==> src/rtl/fx_mul.sv <==
// fx_mul: sequential shift-add multiplier of an unsigned fixed-point
// multiplicand by an unsigned integer multiplier, with saturation and rounding.
//
// Parameters:
//   IN_W  integer operand width
//   P     fractional bits of the fixed-point operand/result
//
// Ports:
//   clk    sole clock, rising edge
//   rst    synchronous active-high reset
//   start  request, sampled only while idle
//   a      multiplicand, IN_W integer bits + P fractional bits
//   b      integer multiplier, IN_W bits
//   p      saturated fixed-point product (same format as a)
//   p_int  product rounded half-up to an integer, saturated
//   ovf    product did not fit in IN_W+P bits
//   busy   operation in progress (RUN or FIN)
//   done   one-cycle completion pulse
//
// Timing: start-sampling edge -> IN_W RUN edges -> FIN edge raising done,
// i.e. IN_W+1 edges of latency regardless of operand values.
module fx_mul #(
    parameter int IN_W = 16,
    parameter int P    = 8
) (
    input  logic               clk,
    input  logic               rst,
    input  logic               start,
    input  logic [IN_W+P-1:0]  a,
    input  logic [IN_W-1:0]    b,
    output logic [IN_W+P-1:0]  p,
    output logic [IN_W-1:0]    p_int,
    output logic               ovf,
    output logic               busy,
    output logic               done
);

    localparam int PW    = IN_W + P;
    localparam int ACC_W = 2 * IN_W + P;
    localparam int CNT_W = (IN_W > 1) ? $clog2(IN_W) : 1;

    // Half an LSB of the integer part, added before truncation to round half up.
    localparam logic [PW:0] HALF = (PW + 1)'(1) << (P - 1);

    typedef enum logic [1:0] {
        IDLE = 2'd0,
        RUN  = 2'd1,
        FIN  = 2'd2
    } state_t;

    state_t              state_reg,  state_next;
    logic [ACC_W-1:0]    acc_reg,    acc_next;
    logic [ACC_W-1:0]    mcand_reg,  mcand_next;
    logic [IN_W-1:0]     mplier_reg, mplier_next;
    logic [CNT_W-1:0]    cnt_reg,    cnt_next;
    logic [PW-1:0]       p_reg,      p_next;
    logic [IN_W-1:0]     p_int_reg,  p_int_next;
    logic                ovf_reg,    ovf_next;
    logic                busy_reg,   busy_next;
    logic                done_reg,   done_next;

    // Result formatting from the finished accumulator.
    logic                res_ovf;
    logic [PW-1:0]       res_p;
    logic [PW:0]         rnd_sum;
    logic [IN_W:0]       rnd_int;
    logic [IN_W-1:0]     res_p_int;

    always_comb begin
        res_ovf   = |acc_reg[ACC_W-1:PW];
        res_p     = res_ovf ? '1 : acc_reg[PW-1:0];
        rnd_sum   = {1'b0, res_p} + HALF;
        rnd_int   = rnd_sum[PW:P];
        // A carry into bit IN_W means the rounded value no longer fits.
        res_p_int = (res_ovf || rnd_int[IN_W]) ? '1 : rnd_int[IN_W-1:0];
    end

    always_comb begin
        state_next  = state_reg;
        acc_next    = acc_reg;
        mcand_next  = mcand_reg;
        mplier_next = mplier_reg;
        cnt_next    = cnt_reg;
        p_next      = p_reg;
        p_int_next  = p_int_reg;
        ovf_next    = ovf_reg;
        done_next   = 1'b0;

        unique case (state_reg)
            IDLE: begin
                if (start) begin
                    mcand_next  = ACC_W'(a);
                    mplier_next = b;
                    acc_next    = '0;
                    cnt_next    = CNT_W'(IN_W - 1);
                    state_next  = RUN;
                end
            end
            RUN: begin
                if (mplier_reg[0]) begin
                    acc_next = acc_reg + mcand_reg;
                end
                mcand_next  = mcand_reg << 1;
                mplier_next = mplier_reg >> 1;
                cnt_next    = cnt_reg - CNT_W'(1);
                if (cnt_reg == '0) begin
                    state_next = FIN;
                end
            end
            FIN: begin
                p_next     = res_p;
                p_int_next = res_p_int;
                ovf_next   = res_ovf;
                done_next  = 1'b1;
                state_next = IDLE;
            end
            default: begin
                state_next = IDLE;
            end
        endcase

        // Registered busy tracks the state the machine is about to enter.
        busy_next = (state_next == RUN) || (state_next == FIN);
    end

    always_ff @(posedge clk) begin
        if (rst) begin
            state_reg  <= IDLE;
            acc_reg    <= '0;
            mcand_reg  <= '0;
            mplier_reg <= '0;
            cnt_reg    <= '0;
            p_reg      <= '0;
            p_int_reg  <= '0;
            ovf_reg    <= 1'b0;
            busy_reg   <= 1'b0;
            done_reg   <= 1'b0;
        end else begin
            state_reg  <= state_next;
            acc_reg    <= acc_next;
            mcand_reg  <= mcand_next;
            mplier_reg <= mplier_next;
            cnt_reg    <= cnt_next;
            p_reg      <= p_next;
            p_int_reg  <= p_int_next;
            ovf_reg    <= ovf_next;
            busy_reg   <= busy_next;
            done_reg   <= done_next;
        end
    end

    assign p     = p_reg;
    assign p_int = p_int_reg;
    assign ovf   = ovf_reg;
    assign busy  = busy_reg;
    assign done  = done_reg;

endmodule

==> config.mk <==
export PLATFORM = sky130hd
export DESIGN_NAME = fx_mul
export DESIGN_NICKNAME = d
export VERILOG_FILES = /design/src/rtl/fx_mul.sv
export SDC_FILE = /design/constraint.sdc
export NUM_CORES = 1
export LEC_CHECK = 0
export BUFFER_PORTS_ARGS = -buffer_cell sky130_fd_sc_hd__buf_2
export CORE_MARGIN = 2
export CORE_UTILIZATION = 35
export DETAILED_ROUTE_END_ITERATION = 12
export GPL_TIMING_DRIVEN = 0
export PLACE_DENSITY_LB_ADDON = 0.05
export SYNTH_ARGS = -nofsm -noshare
export SYNTH_HDL_FRONTEND = slang
export SYNTH_SLANG_ARGS = --single-unit
==> constraint.sdc <==
create_clock -name clk -period 2.9 [get_ports clk]
set_clock_uncertainty 0.2 [all_clocks]
set_input_delay 0.58 -clock clk [delete_from_list [all_inputs] [get_ports clk]]
set_output_delay 0.58 -clock clk [all_outputs]
set_load 0.02 [all_outputs]
==> results of run 1 <==
## critical path, stage by stage, from the launching register on
cell      delay, ns
dfxtp_4        0.38
ha_4           0.17
fa_2           0.34
a211o_4        0.34
a21oi_4        0.19
a211oi_4       0.11
a211oi_2       0.17
buf_4          0.17
o21ai_4        0.09
a31oi_4        0.24
buf_4          0.15
o31ai_4        0.07
nand4b_1       0.11
o211ai_1       0.09
## routing by layer
metal  vias to the layer above  share of wire  global-route usage
met5                         -              0                   0
met1                      3461           0.49               0.279
li1                       3766              -                   -
met4                         0          0.016              0.0594
met3                        20          0.031              0.0360
met2                       111           0.46               0.331
## kinds of logic after synthesis
family	Yosys count	share of synthesized area
AOI/OAI and AO/OA	262	0.239
xor gates and xnor gates	46	0.0515
adders and majority gates	42	0.0682
buffers and inverters	78	0.0415
DFF	145	0.371
muxes	1	0.00128
and+or+nand+nor	407	0.227
## area by class of cell
type / count / area share
buffer: 61 / 0.0277
clock buffer: 18 / 0.0450
inverter: 17 / 0.00670
multi-input combinational: 758 / 0.503
timing repair buffer: 99 / 0.0559
sequential: 145 / 0.306
tap: 280 / 0.0368
clock inverter: 14 / 0.0189
## through the flow
step            util  hold slack (ns)
2_1_floorplan      -            0.243
6_report       0.435            0.198
4_1_cts        0.429            0.191
3_3_place_gp   0.392            0.259
3_5_place_dp   0.392            0.260
5_1_grt        0.435            0.195
## final timing paths
check,start,to,slack (ns)
setup / recovery,mcand_reg[0],acc_reg[36],-0.04
hold / removal,a[0],mcand_reg[0],0.20
setup reg to reg,mcand_reg[0],acc_reg[36],-0.04
hold reg to reg,mplier_reg[3],mplier_reg[2],0.28
## power breakdown
group          internal, mW  switching (mW)
registers              2.09          0.0864
clock network          1.37           0.940
logic                 0.235           0.425
## cell usage after synthesis (all sizes together) (2+ instances only)
library cell / n / area share
dfxtp: 145 / 0.37
a21oi: 49 / 0.032
nand2b: 4 / 0.0032
nor2: 148 / 0.071
a211o: 2 / 0.0024
o21ai: 49 / 0.032
nand4: 10 / 0.0080
nor2b: 7 / 0.0056
o31ai: 3 / 0.0029
xnor2: 22 / 0.025
o21bai: 6 / 0.0058
a31o: 2 / 0.0022
or3: 5 / 0.0040
xor2: 24 / 0.027
nor4: 6 / 0.0048
clkbuf: 53 / 0.028
nand2: 132 / 0.063
and4: 2 / 0.0022
o21a: 9 / 0.0088
and3: 5 / 0.0042
a21o: 18 / 0.018
a21boi: 3 / 0.0029
nand3b: 3 / 0.0029
a22o: 2 / 0.0022
a311oi: 40 / 0.046
or2: 4 / 0.0032
a211oi: 29 / 0.030
nor3: 55 / 0.035
nand3: 17 / 0.012
a32oi: 3 / 0.0034
ha: 41 / 0.066
a31oi: 4 / 0.0051
inv: 17 / 0.0082
a22oi: 32 / 0.031
and2: 5 / 0.0040
o31a: 2 / 0.0022
buf: 8 / 0.0051
o211ai: 4 / 0.0038
## timing repair
item                       4_1_cts  5_1_grt
buffers inserted                10        5
pin swaps                       10       14
gates resized for setup         26       30
setup endpoints to repair       27       36
==> metrics, run 1 <==
DR DRC count=0; Setup Viol. Count Final=3; DR iter-0 viols=332; Main synth FF type=dfxtp_1; Core Footprint=roughly 22000 sq um; Final Cell Area=9530 sq um; Final ANT Viol Nets=0; CTS Buf Count=17; final hold violations=0; DRT Wirelength=24100 microns; register area share after synthesis=0.371; FP Rows=54; drt wl/cell=17.3 microns; CTS tree=built; GR Overflow Total=0; Cell Area, Synth=7820 sq um; H-tree depth=4; Arr. time, crit path=3.04 ns; Final min period=just under 3 ns; initial cell density of the core=0.357; setup TNS=-0.0899 ns; fin. max-slew vios=0; placed cell count=1345; post-DR vias/cell=5.29; Yosys warnings=0; later-pin clock latency in the skew report=0.42 ns; unrepaired setup endpoints after global routing=true; Root Buffer=clkbuf_16; First-pass DRT Iterations=5; Gate Count Post-Synth=981; fraction of layout instances using a drive strength above 1=0.176; # nets final=about 1.2k; vias in the first global route=about 7.1k; number of flops mapped to enable cells by yosys=0; measured slew at the worst slew-check pin=slightly below 0.8 ns; global placement routability congestion=just under 0.9; Max-slew headroom=0.477; fin cells=1392; crit end category=flop; fmax=approximately 0.34 GHz; clock sinks=~150; Worst setup SP type=flop; critical path class=reg2reg; Post-synth ARST share=0; type of the worst min-delay path=in2reg; Die X=153 microns; reg2reg path depth=13; #FFs+latches synth=145; Synth cell types=64; Chip Height=153 microns; violated checks=negative setup slack; fill count=roughly 2.3k; most frequent cells in the layout=nor2_1, dfxtp_1, nand2_1; Syn Nets=1066; hold bufs inserted after CTS=0; Tcrit/Tclk final=1.01; commonest non-fill, non-tap cell in the layout=nor2_1; Multi-input gate area=roughly 4800 sq um; number of diodes=0; Die Footprint=23500 sq um; Leak=slightly below 4 nW; first-pass GRT wire length=38300 microns; FF/Latch Area=2920 sq um; total track usage=0.204; P per Cell Area=around 540 nW/um^2; Worst Setup Slack, final=-0.0423 ns; DP Worst Slack=-0.464 ns; # Max-Cap Violations=0; vias=about 7.4k; Max IR drop VDD=~0.37 mV; Final Power=5.15 mW; Worst Path Required=around 3.0 ns; Detailed Place HPWL=18100 microns; IO Count=86; clk buf depth=2; hold path cells=3; Post-DP Area=between 8000 and 9000 sq um; outcome=finished with violations; largest net degree at the start of global routing=17; Critical Path Fanout Max=3; CTS clock-pin slew for the worst setup and hold paths=0.06 ns; port buffer count=84; Synth Area per Inst=7.97 sq um; initial antenna violation count=0; Syn-to-layout area delta=21.9%
Power figures use the tool's default switching activity.
==> run 2, diff against run 1 <==
Settings changed: SKIP_LAST_GASP set to 1.
Clock period 2.9 ns to 3.6 ns, I/O delays scaled along.
==> metrics, run 2 (synthesis results as in run 1) <==
outcome=complete, no violations; # nets final=1169; Detailed Place HPWL=18100 microns; Syn-to-layout area delta=17.7%; CTS tree=built; DP Worst Slack=between 0.2 and 0.25 ns; GR Overflow Total=0; Die Footprint=23500 sq um; Internal Dissipation=around 3.0 mW; Worst Path Required=about 3.7 ns; P per Cell Area=roughly 450 nW/um^2; CTS Buf Count=17; r2r endpoint=acc_reg[32]; largest net degree at the start of global routing=17; Max IR drop VDD=around 0.30 mV; crit end category=flop; CTS clock-pin slew for the worst setup and hold paths=0.06 ns; hold path cells=2; initial antenna violation count=0; PostCTS Resize Cnt=0; setup TNS=0 ns; H-tree depth=4; Tcrit/Tclk final=0.941; type of the worst min-delay path=reg2reg; First-pass DRT Iterations=7; Critical R2R Launch=mcand_reg[0]; commonest non-fill, non-tap cell in the layout=nor2_1; hold worst-path end=acc_reg[34]; final hold violations=0; global placement routability congestion=0.874; total track usage=0.202; Setup Viol. Count Final=0; post-DR vias/cell=5.30; Max-slew headroom=0.450; later-pin clock latency in the skew report=0.43 ns; clock sinks=145; Final ANT Viol Nets=0; placed cell count=1345; reg2reg setup slack=between 0.2 and 0.25 ns; fin. max-slew vios=0; critical path class=reg2reg; fmax=0.295 GHz; Final min period=around 3.4 ns; Net Switching=around 1.2 mW; port buffer count=84; IO Count=86; hold bufs inserted after CTS=0; number of diodes=0; Core Footprint=21900 sq um; Arr. time, crit path=3.51 ns; vias in the first global route=6997; # Max-Cap Violations=0; worst hold path startpoint=acc_reg[34]; Root Buffer=clkbuf_16; setup bufs post-CTS=0; fraction of layout instances using a drive strength above 1=0.134; DR DRC count=0; first-pass GRT wire length=38000 microns; Leak=approximately 3.8 nW; Chip Height=~150 microns; sequential share of power=0.424; drt wl/cell=17.2 microns; Comb pwr share=0.125; measured slew at the worst slew-check pin=0.819 ns; Die X=153 microns; DRT Wirelength=23700 microns; most frequent cells in the layout=nor2_1, dfxtp_1, nand2_1; fin cells=1377; DR iter-0 viols=346; switching share of power=0.281; Clock power frac=0.451; vias=7296; Worst setup SP type=flop; Final Power=4.12 mW; clk buf depth=2; Critical Path Fanout Max=4; FP Rows=54; reg2reg path depth=11; Worst Setup Slack, final=0.212 ns; unrepaired setup endpoints after global routing=false; initial cell density of the core=0.357
## run 2: worst max-delay path, stage by stage (launching register included)
cell and delay (ns):
dfxtp_1 0.40, ha_1 0.28, fa_1 0.44, a211o_2 0.32, a21oi_2 0.23, a211oi_2 0.15
a211oi_2 0.33, o21ai_2 0.19, a31oi_4 0.25, o21ai_1 0.13, xor2_1 0.15, a22o_1 0.20
## run 2: cell type report
type,count,area (sq um)
Buffer,61,260
Fill cell,2356,12700
Sequential cell,145,2900
Clock buffer,18,429
Clock inverter,14,180
Timing Repair Buffer,84,420
Tap cell,280,350
Inverter,17,63.8
Multi-Input combinational cell,758,4590
## run 2: how the worst max path moves through the flow
| stage | start | endpoint | slack (ns) | cells past startpoint |
|---|---|---|---|---|
| final | mcand_reg[0] | acc_reg[32] | 0.21 | 11 |
| after global placement | mcand_reg[0] | acc_reg[32] | 0.23 | 11 |
| after floorplan | acc_reg[0] | acc_reg[32] | 0.73 | 11 |
| after detailed placement | mcand_reg[0] | acc_reg[32] | 0.24 | 11 |
| after CTS | mcand_reg[0] | acc_reg[32] | 0.22 | 11 |
| after global routing | mcand_reg[0] | acc_reg[32] | 0.04 | 11 |
## run 2: routing by layer
metal | vias to the layer above | part of all wire | GRT usage
li1 | 3741 | - | -
met1 | 3397 | 0.49 | 0.278
met2 | 135 | 0.45 | 0.326
met3 | 23 | 0.039 | 0.0354
met4 | 0 | 0.019 | 0.0585
met5 | - | 0 | 0
## run 2: through the flow
stage | cell area, sq um | hold WS, ns | util
3_5_place_dp | 8590 | 0.260 | 0.392
4_1_cts | 9200 | 0.268 | 0.420
2_1_floorplan | 7820 | 0.243 | -
5_1_grt | 9200 | 0.294 | 0.420
3_3_place_gp | 8590 | 0.259 | 0.392
6_report | 9200 | 0.269 | 0.420
## run 2: power by group through the flow
stage          Clock [mW]  Sequential [mW]  Combinational, mW
6_report             1.86             1.75              0.514
3_3_place_gp            0             1.78              0.517
4_1_cts              1.90             1.75              0.519
3_5_place_dp            0             1.79              0.516
2_1_floorplan           0             1.78              0.340
5_1_grt              1.98             1.76              0.577
